===== src/rtl/pwm_pkg.sv =====
// Shared types and helpers for the PWM capture block: FSM state enums,
// frame length derivation and count saturation.
package pwm_pkg;

    typedef enum logic {
        M_IDLE = 1'b0,
        M_RUN  = 1'b1
    } meas_state_t;

    typedef enum logic {
        D_EMPTY = 1'b0,
        D_DRAIN = 1'b1
    } drain_state_t;

    // Widest duty word the saturation helper supports.
    localparam int unsigned MAX_DW = 16;

    function automatic int unsigned frame_len(input int unsigned dw);
        return 32'd1 << dw;
    endfunction

    // Clamp a (dw+1)-bit count to 2^dw-1 so a fully-high frame reads all-ones.
    function automatic logic [MAX_DW:0] sat_count(input logic [MAX_DW:0] cnt,
                                                  input int unsigned dw);
        logic [MAX_DW:0] lim;
        lim = ({{MAX_DW{1'b0}}, 1'b1} << dw) - {{MAX_DW{1'b0}}, 1'b1};
        return (cnt > lim) ? lim : cnt;
    endfunction

endpackage


===== src/rtl/pwm_capture_if.sv =====
// Stream and control bundle between the PWM capture block and its
// environment; the capture block sits on the slave modport.
interface pwm_capture_if #(
    parameter int DWIDTH = 8,
    parameter int STAGE  = 8
);
    localparam int CH_W = (STAGE > 1) ? $clog2(STAGE) : 1;

    logic              hsync;
    logic [STAGE-1:0]  pwm_in;
    logic              clr_err;
    logic [DWIDTH-1:0] out_data;
    logic [CH_W-1:0]   out_ch;
    logic              out_valid;
    logic              out_ready;
    logic              out_last;
    logic              err_overrun;
    logic              err_sync;

    modport master (
        output hsync, pwm_in, clr_err, out_ready,
        input  out_data, out_ch, out_valid, out_last, err_overrun, err_sync
    );

    modport slave (
        input  hsync, pwm_in, clr_err, out_ready,
        output out_data, out_ch, out_valid, out_last, err_overrun, err_sync
    );
endinterface


===== src/rtl/pwm_channel_meter.sv =====
// Per-channel high-cycle counter; o_count already includes the current
// cycle's sample so the frame's last sample lands in the snapshot.
module pwm_channel_meter
    import pwm_pkg::*;
#(
    parameter int DWIDTH = 8
) (
    input  logic              clk,
    input  logic              rst,
    input  logic              i_start,
    input  logic              i_en,
    input  logic              i_pwm,
    output logic [DWIDTH-1:0] o_count
);
    logic [DWIDTH:0] r_cnt;
    logic [DWIDTH:0] w_next;

    assign w_next  = r_cnt + {{DWIDTH{1'b0}}, i_pwm};
    assign o_count = DWIDTH'(sat_count((MAX_DW + 1)'(w_next), DWIDTH));

    // Count register: restart on frame cycle 0, accumulate while enabled.
    always_ff @(posedge clk or posedge rst) begin
        if (rst) begin
            r_cnt <= '0;
        end else if (i_start) begin
            r_cnt <= {{DWIDTH{1'b0}}, i_pwm};
        end else if (i_en) begin
            r_cnt <= w_next;
        end else begin
            r_cnt <= r_cnt;
        end
    end
endmodule


===== src/rtl/pwm_capture.sv =====
// Multi-channel PWM duty decoder: measures one frame of 2^DWIDTH clocks
// per channel, snapshots at frame end and drains words channel 0 first.
module pwm_capture
    import pwm_pkg::*;
#(
    parameter int DWIDTH = 8,
    parameter int STAGE  = 8
) (
    input logic          clk,
    input logic          rst,
    pwm_capture_if.slave bus
);
    localparam int CH_W = (STAGE > 1) ? $clog2(STAGE) : 1;
    localparam int unsigned FRAME_LEN = frame_len(DWIDTH);
    localparam logic [DWIDTH-1:0] LAST_FCNT = DWIDTH'(FRAME_LEN - 1);
    localparam logic [CH_W-1:0]   LAST_CH   = CH_W'(STAGE - 1);

    meas_state_t       r_mstate;
    logic [DWIDTH-1:0] r_fcnt;
    logic              w_start;
    logic              w_en;
    logic              w_frame_end;
    logic              w_sync_err;

    drain_state_t      r_dstate;
    logic [DWIDTH-1:0] r_snap [STAGE];
    logic [DWIDTH-1:0] w_count [STAGE];
    logic [CH_W-1:0]   r_ch;
    logic [CH_W-1:0]   w_ch_next;
    logic [DWIDTH-1:0] r_data;
    logic              r_valid;
    logic              r_last;
    logic              r_err_ovr;
    logic              r_err_sync;
    logic              w_accept;

    // Meter control: hsync always opens a new frame, even in the last cycle.
    always_comb begin
        w_start     = 1'b0;
        w_en        = 1'b0;
        w_frame_end = 1'b0;
        w_sync_err  = 1'b0;
        case (r_mstate)
            M_IDLE: begin
                w_start = bus.hsync;
            end
            M_RUN: begin
                w_frame_end = (r_fcnt == LAST_FCNT);
                w_start     = bus.hsync;
                w_en        = ~bus.hsync;
                w_sync_err  = bus.hsync & ~w_frame_end;
            end
            default: begin
                w_start = 1'b0;
            end
        endcase
    end

    // Measure FSM and frame cycle counter.
    always_ff @(posedge clk or posedge rst) begin
        if (rst) begin
            r_mstate <= M_IDLE;
            r_fcnt   <= '0;
        end else begin
            case (r_mstate)
                M_IDLE: begin
                    if (bus.hsync) begin
                        r_mstate <= M_RUN;
                        r_fcnt   <= DWIDTH'(1);
                    end else begin
                        r_mstate <= M_IDLE;
                        r_fcnt   <= '0;
                    end
                end
                M_RUN: begin
                    if (bus.hsync) begin
                        r_mstate <= M_RUN;
                        r_fcnt   <= DWIDTH'(1);
                    end else if (w_frame_end) begin
                        r_mstate <= M_IDLE;
                        r_fcnt   <= '0;
                    end else begin
                        r_mstate <= M_RUN;
                        r_fcnt   <= r_fcnt + DWIDTH'(1);
                    end
                end
                default: begin
                    r_mstate <= M_IDLE;
                    r_fcnt   <= '0;
                end
            endcase
        end
    end

    for (genvar g = 0; g < STAGE; g++) begin : g_meter
        pwm_channel_meter #(
            .DWIDTH (DWIDTH)
        ) u_meter (
            .clk     (clk),
            .rst     (rst),
            .i_start (w_start),
            .i_en    (w_en),
            .i_pwm   (bus.pwm_in[g]),
            .o_count (w_count[g])
        );
    end

    assign w_accept  = r_valid & bus.out_ready;
    assign w_ch_next = r_ch + CH_W'(1);

    // Drain FSM: word registers are preloaded so out_data tracks out_ch.
    always_ff @(posedge clk or posedge rst) begin
        if (rst) begin
            r_dstate <= D_EMPTY;
            r_ch     <= '0;
            r_data   <= '0;
            r_valid  <= 1'b0;
            r_last   <= 1'b0;
            for (int i = 0; i < STAGE; i++) begin
                r_snap[i] <= '0;
            end
        end else begin
            case (r_dstate)
                D_EMPTY: begin
                    if (w_frame_end) begin
                        for (int i = 0; i < STAGE; i++) begin
                            r_snap[i] <= w_count[i];
                        end
                        r_dstate <= D_DRAIN;
                        r_ch     <= '0;
                        r_data   <= w_count[0];
                        r_valid  <= 1'b1;
                        r_last   <= (LAST_CH == CH_W'(0));
                    end else begin
                        r_dstate <= D_EMPTY;
                    end
                end
                D_DRAIN: begin
                    if (w_accept && r_last) begin
                        r_dstate <= D_EMPTY;
                        r_valid  <= 1'b0;
                        r_last   <= 1'b0;
                    end else if (w_accept) begin
                        r_ch   <= w_ch_next;
                        r_data <= r_snap[w_ch_next];
                        r_last <= (w_ch_next == LAST_CH);
                    end else begin
                        r_dstate <= D_DRAIN;
                    end
                end
                default: begin
                    r_dstate <= D_EMPTY;
                    r_valid  <= 1'b0;
                    r_last   <= 1'b0;
                end
            endcase
        end
    end

    // Sticky error flags; a new event wins over a coincident clear.
    always_ff @(posedge clk or posedge rst) begin
        if (rst) begin
            r_err_ovr  <= 1'b0;
            r_err_sync <= 1'b0;
        end else begin
            if (w_frame_end && (r_dstate == D_DRAIN)) begin
                r_err_ovr <= 1'b1;
            end else if (bus.clr_err) begin
                r_err_ovr <= 1'b0;
            end else begin
                r_err_ovr <= r_err_ovr;
            end
            if (w_sync_err) begin
                r_err_sync <= 1'b1;
            end else if (bus.clr_err) begin
                r_err_sync <= 1'b0;
            end else begin
                r_err_sync <= r_err_sync;
            end
        end
    end

    assign bus.out_data    = r_data;
    assign bus.out_ch      = r_ch;
    assign bus.out_valid   = r_valid;
    assign bus.out_last    = r_last;
    assign bus.err_overrun = r_err_ovr;
    assign bus.err_sync    = r_err_sync;
endmodule

===== src/flat_wrapper.sv =====
// flat-port wrapper written by rule: the top's interface ports become plain ports
module pwm_capture_flat import pwm_pkg::*;
#(
    parameter int DWIDTH = 8,
    parameter int STAGE  = 8
)
  (clk, rst, bus_hsync, bus_pwm_in, bus_clr_err, bus_out_ready, bus_out_data, bus_out_ch, bus_out_valid, bus_out_last, bus_err_overrun, bus_err_sync);
  pwm_capture_if #(.DWIDTH(DWIDTH), .STAGE(STAGE)) bus_i ();
  input logic clk;
  input logic rst;
  input wire logic [$bits(bus_i.hsync)-1:0] bus_hsync;
  input wire logic [$bits(bus_i.pwm_in)-1:0] bus_pwm_in;
  input wire logic [$bits(bus_i.clr_err)-1:0] bus_clr_err;
  input wire logic [$bits(bus_i.out_ready)-1:0] bus_out_ready;
  output wire logic [$bits(bus_i.out_data)-1:0] bus_out_data;
  output wire logic [$bits(bus_i.out_ch)-1:0] bus_out_ch;
  output wire logic [$bits(bus_i.out_valid)-1:0] bus_out_valid;
  output wire logic [$bits(bus_i.out_last)-1:0] bus_out_last;
  output wire logic [$bits(bus_i.err_overrun)-1:0] bus_err_overrun;
  output wire logic [$bits(bus_i.err_sync)-1:0] bus_err_sync;
  assign bus_i.hsync = bus_hsync;
  assign bus_i.pwm_in = bus_pwm_in;
  assign bus_i.clr_err = bus_clr_err;
  assign bus_i.out_ready = bus_out_ready;
  assign bus_out_data = bus_i.out_data;
  assign bus_out_ch = bus_i.out_ch;
  assign bus_out_valid = bus_i.out_valid;
  assign bus_out_last = bus_i.out_last;
  assign bus_err_overrun = bus_i.err_overrun;
  assign bus_err_sync = bus_i.err_sync;
  pwm_capture #(.DWIDTH(DWIDTH), .STAGE(STAGE)) u_core (.clk(clk), .rst(rst), .bus(bus_i));
endmodule

===== config.mk =====
export PLATFORM = sky130hd
export DESIGN_NAME = pwm_capture_flat
export DESIGN_NICKNAME = d
export VERILOG_FILES = /design/src/rtl/pwm_pkg.sv /design/src/rtl/pwm_capture_if.sv /design/src/rtl/pwm_channel_meter.sv /design/src/rtl/pwm_capture.sv /design/src/flat_wrapper.sv
export SDC_FILE = /design/constraint.sdc
export NUM_CORES = 1
export LEC_CHECK = 0
export ABC_CLOCK_PERIOD_IN_PS = 6000
export CAP_MARGIN = 15
export CORE_MARGIN = 2
export CORE_UTILIZATION = 40
export DETAILED_ROUTE_END_ITERATION = 8
export DONT_BUFFER_PORTS = 1
export SKIP_LAST_GASP = 1
export SYNTH_ARGS = -nofsm -noshare
export SYNTH_HDL_FRONTEND = slang
export SYNTH_SLANG_ARGS = --single-unit

===== constraint.sdc =====
create_clock -name clk -period 6 [get_ports clk]
set_clock_uncertainty 0.1 [all_clocks]
set_input_delay 0.3 -clock clk [delete_from_list [all_inputs] [get_ports clk]]
set_output_delay 0.3 -clock clk [all_outputs]
set_load 0.01 [all_outputs]

==> run metrics <==
Starting Density=40.4%; maxcap violations=0; first drt pass iteration count=4; dpl hpwl=12000 um; Static Leak=3.96 nW; Cell Area, Synth=8430 um^2; sequential power share=44.9%; relative slew slack=30.4%; Die Height=149 um; Clk pwr share=40.4%; Slew @ Worst Pin=1040 ps; placement-stage cell area=8530 um^2; Via density=5.24; min Tclk post-route=3090 ps; first-pass GRT wire length=30500 um; outcome=complete, no violations; post-CTS sizing=0; CTS root buffer=clkbuf_16; worst-path maximum fanout=15; die area=22300 um^2; Min Hold Slack=28.6 ps; Seq. cell area=4030 um^2; final net count=859; total CTS buffers=17; NetSw=0.786 mW; ys flop type=dfrtp_1; multi-input gate area in the final layout=4100 um^2; Finished Layout Cells=1112; # IOs=28; GRT Total Usage=17.6%; combinational power share=14.7%; DRC viols=0; Final Max Tran Viols=0; CTS tree=yes; pin count of the biggest net entering global routing=109; hold_buf cts=12; Via Count=5831; VDD IR max=0.194 mV; 1st-iter DRT viols=411; Reg clk slew, reported paths=60 ps; # H-tree levels=4; sequential share of the synthesized area=47.8%; initial antenna violation count=0; grt total ovfl=0; sw frac=27.9%; CP Launch Type=flop; Post-Route WL=18100 um; hold crit path type=in -> reg; IO Port Bufs=0; row count=53; Post-synth EDFFs=0; utilization after layout=44.4%; Hold Fails Final Rpt=0; clk_lat worst skew=430 ps; syn avg cell area=9.92 um^2; Ant. Diodes=0; share of cells above drive strength 1=5.73%; crit path capture type=flop; RSZ-0062 raised after global routing=false; post-CTS setup buffers=0; pwr dens=304 nW/um^2; Yosys reg bits=161; f_max=0.324 GHz; Core ar.=20900 um^2; cell count after synthesis=850; Final ANT Viol Nets=0; final estimated routing congestion in global placement=0.842; post-route cell area=9280 um^2; Placed Cells incl. Taps=1070; Final setup viols=0; period utilization=51.4%; WP data required=6190 ps; crit path kind=reg -> reg; YS warnings=0; vias in the first global route=5552; Synth cell types=45; clk sink count=161; CP Data Arrival Time=3280 ps; filler instances=1986; Die Wd=149 um; Synth-to-Final Area Change=9.97%; post-DR wirelength/cell=16.3 um; asr flop ratio synth=100%; maximum root-to-sink buffer count=2; post-route setup TNS=0 ps; Pint=2.04 mW; syn nets=883
-- layout by cell type (no fill, tap or decap), types with 4 or more instances in the layout --
cell type        n
mux4_1           9
dfrtp_1        160
mux4_2           6
nand3_1         36
xnor2_1         36
bufinv_16        4
a31oi_1         46
and4_1           7
nand2_1         66
o21ai_0         16
clkinv_2         4
or3_1            4
and2_1          13
xor2_1          72
o31ai_1          5
clkbuf_16       17
a211oi_1         7
dlygate4sd3_1   11
and3_1          22
mux2i_1         22
nand4_1         26
a21oi_1         20
ha_1            20
nor3_1           9
inv_1            5
nor2_1         154
-- metal layers --
metal | routed length [um] | vias up | share of wire, % | global-route usage [%]
met5 | 0 | - | 0 | 0
met4 | 224 | 0 | 1.2 | 4.95
met2 | 8330 | 81 | 46 | 26.7
met1 | 8900 | 2828 | 49 | 25.3
met3 | 625 | 16 | 3.5 | 3.94
li1 | - | 2906 | - | -
-- stage by stage --
stage          power (mW)  setup slack (ps)
6_report             2.82              2910
5_1_grt              2.96              2680
4_1_cts              2.85              2890
3_5_place_dp         1.69              2910
3_3_place_gp         1.68              3000
2_1_floorplan        1.61              1250
-- worst max-delay path: stages (launching register included) --
cell,delay [ps]
dfrtp_1,830
ha_1,320
xor2_1,830
mux4_2,600
mux2i_1,170
o211ai_1,100
-- power groups by stage --
stage	logic, mW	clock network [mW]	registers [mW]
2_1_floorplan	0.372	0	1.23
4_1_cts	0.419	1.16	1.27
5_1_grt	0.463	1.22	1.28
6_report	0.415	1.14	1.27
3_3_place_gp	0.394	0	1.29
3_5_place_dp	0.400	0	1.29
-- flip-flops by register name (all words and copies together) (netlist names) --
signal and flops:
u_core.bus.err_sync 1, u_core.r_mstate 1, u_core.bus.out_last 1, u_core.r_dstate 1
u_core.r_fcnt 8, u_core.g_meter.u_meter.r_cnt 72, u_core.bus.out_ch 3, u_core.r_snap 64
u_core.bus.out_data 8, u_core.bus.out_valid 1, u_core.bus.err_overrun 1
-- kinds of logic after synthesis --
kind of cell	synth area share, %
flip-flops	47.8
multiplexers	7.02
buffers and inverters	3.63
AND/OR/NAND/NOR	19.3
AO/OA/AOI/OAI	8.09
adder cells (fa/ha/maj)	2.97
XOR/XNOR	11.2
-- cells in the mapped netlist, drive strengths merged, types with 5 or more instances --
cell type | instances | area (um^2)
xor2 | 72 | 631
clkbuf | 27 | 101
o21ai | 16 | 80.1
nor3 | 9 | 45.0
a211oi | 8 | 65.1
nand2 | 66 | 248
xnor2 | 36 | 315
nand3 | 37 | 190
ha | 20 | 250
or3 | 5 | 36.3
nor2 | 154 | 578
inv | 7 | 26.3
mux4 | 15 | 372
and3 | 22 | 138
a31oi | 46 | 288
and2 | 13 | 81.3
dfrtp | 161 | 4030
o31ai | 5 | 37.5
buf | 31 | 179
and4 | 8 | 70.1
mux2i | 22 | 220
a21oi | 20 | 100
nand4 | 27 | 175
-- layout make-up --
cell class / instances / area share [%]
timing repair buffer: 15 / 1.73
clock buffer: 19 / 4.78
sequential: 161 / 43.5
tap: 275 / 3.71
inverter: 7 / 0.337
multi-input combinational: 624 / 44.2
clock inverter: 11 / 1.78
-- final timing paths --
path                                                      end  slack, ps                  from  depth (start not counted)
max                                    u_core.bus.out_data[6]       2910  u_core.bus.out_ch[0]                          5
min                                          u_core.r_fcnt[1]         30             bus_hsync                          2
max reg2reg                            u_core.bus.out_data[6]       2910  u_core.bus.out_ch[0]                          5
min reg2reg                                 u_core.r_snap[63]        390     u_core.r_snap[63]                          2
max in group asynchronous  u_core.g_meter[2].u_meter.r_cnt[5]       3950                   rst                          3
min in group asynchronous  u_core.g_meter[6].u_meter.r_cnt[7]        480                   rst                          2
Power figures use the tool's default switching activity.
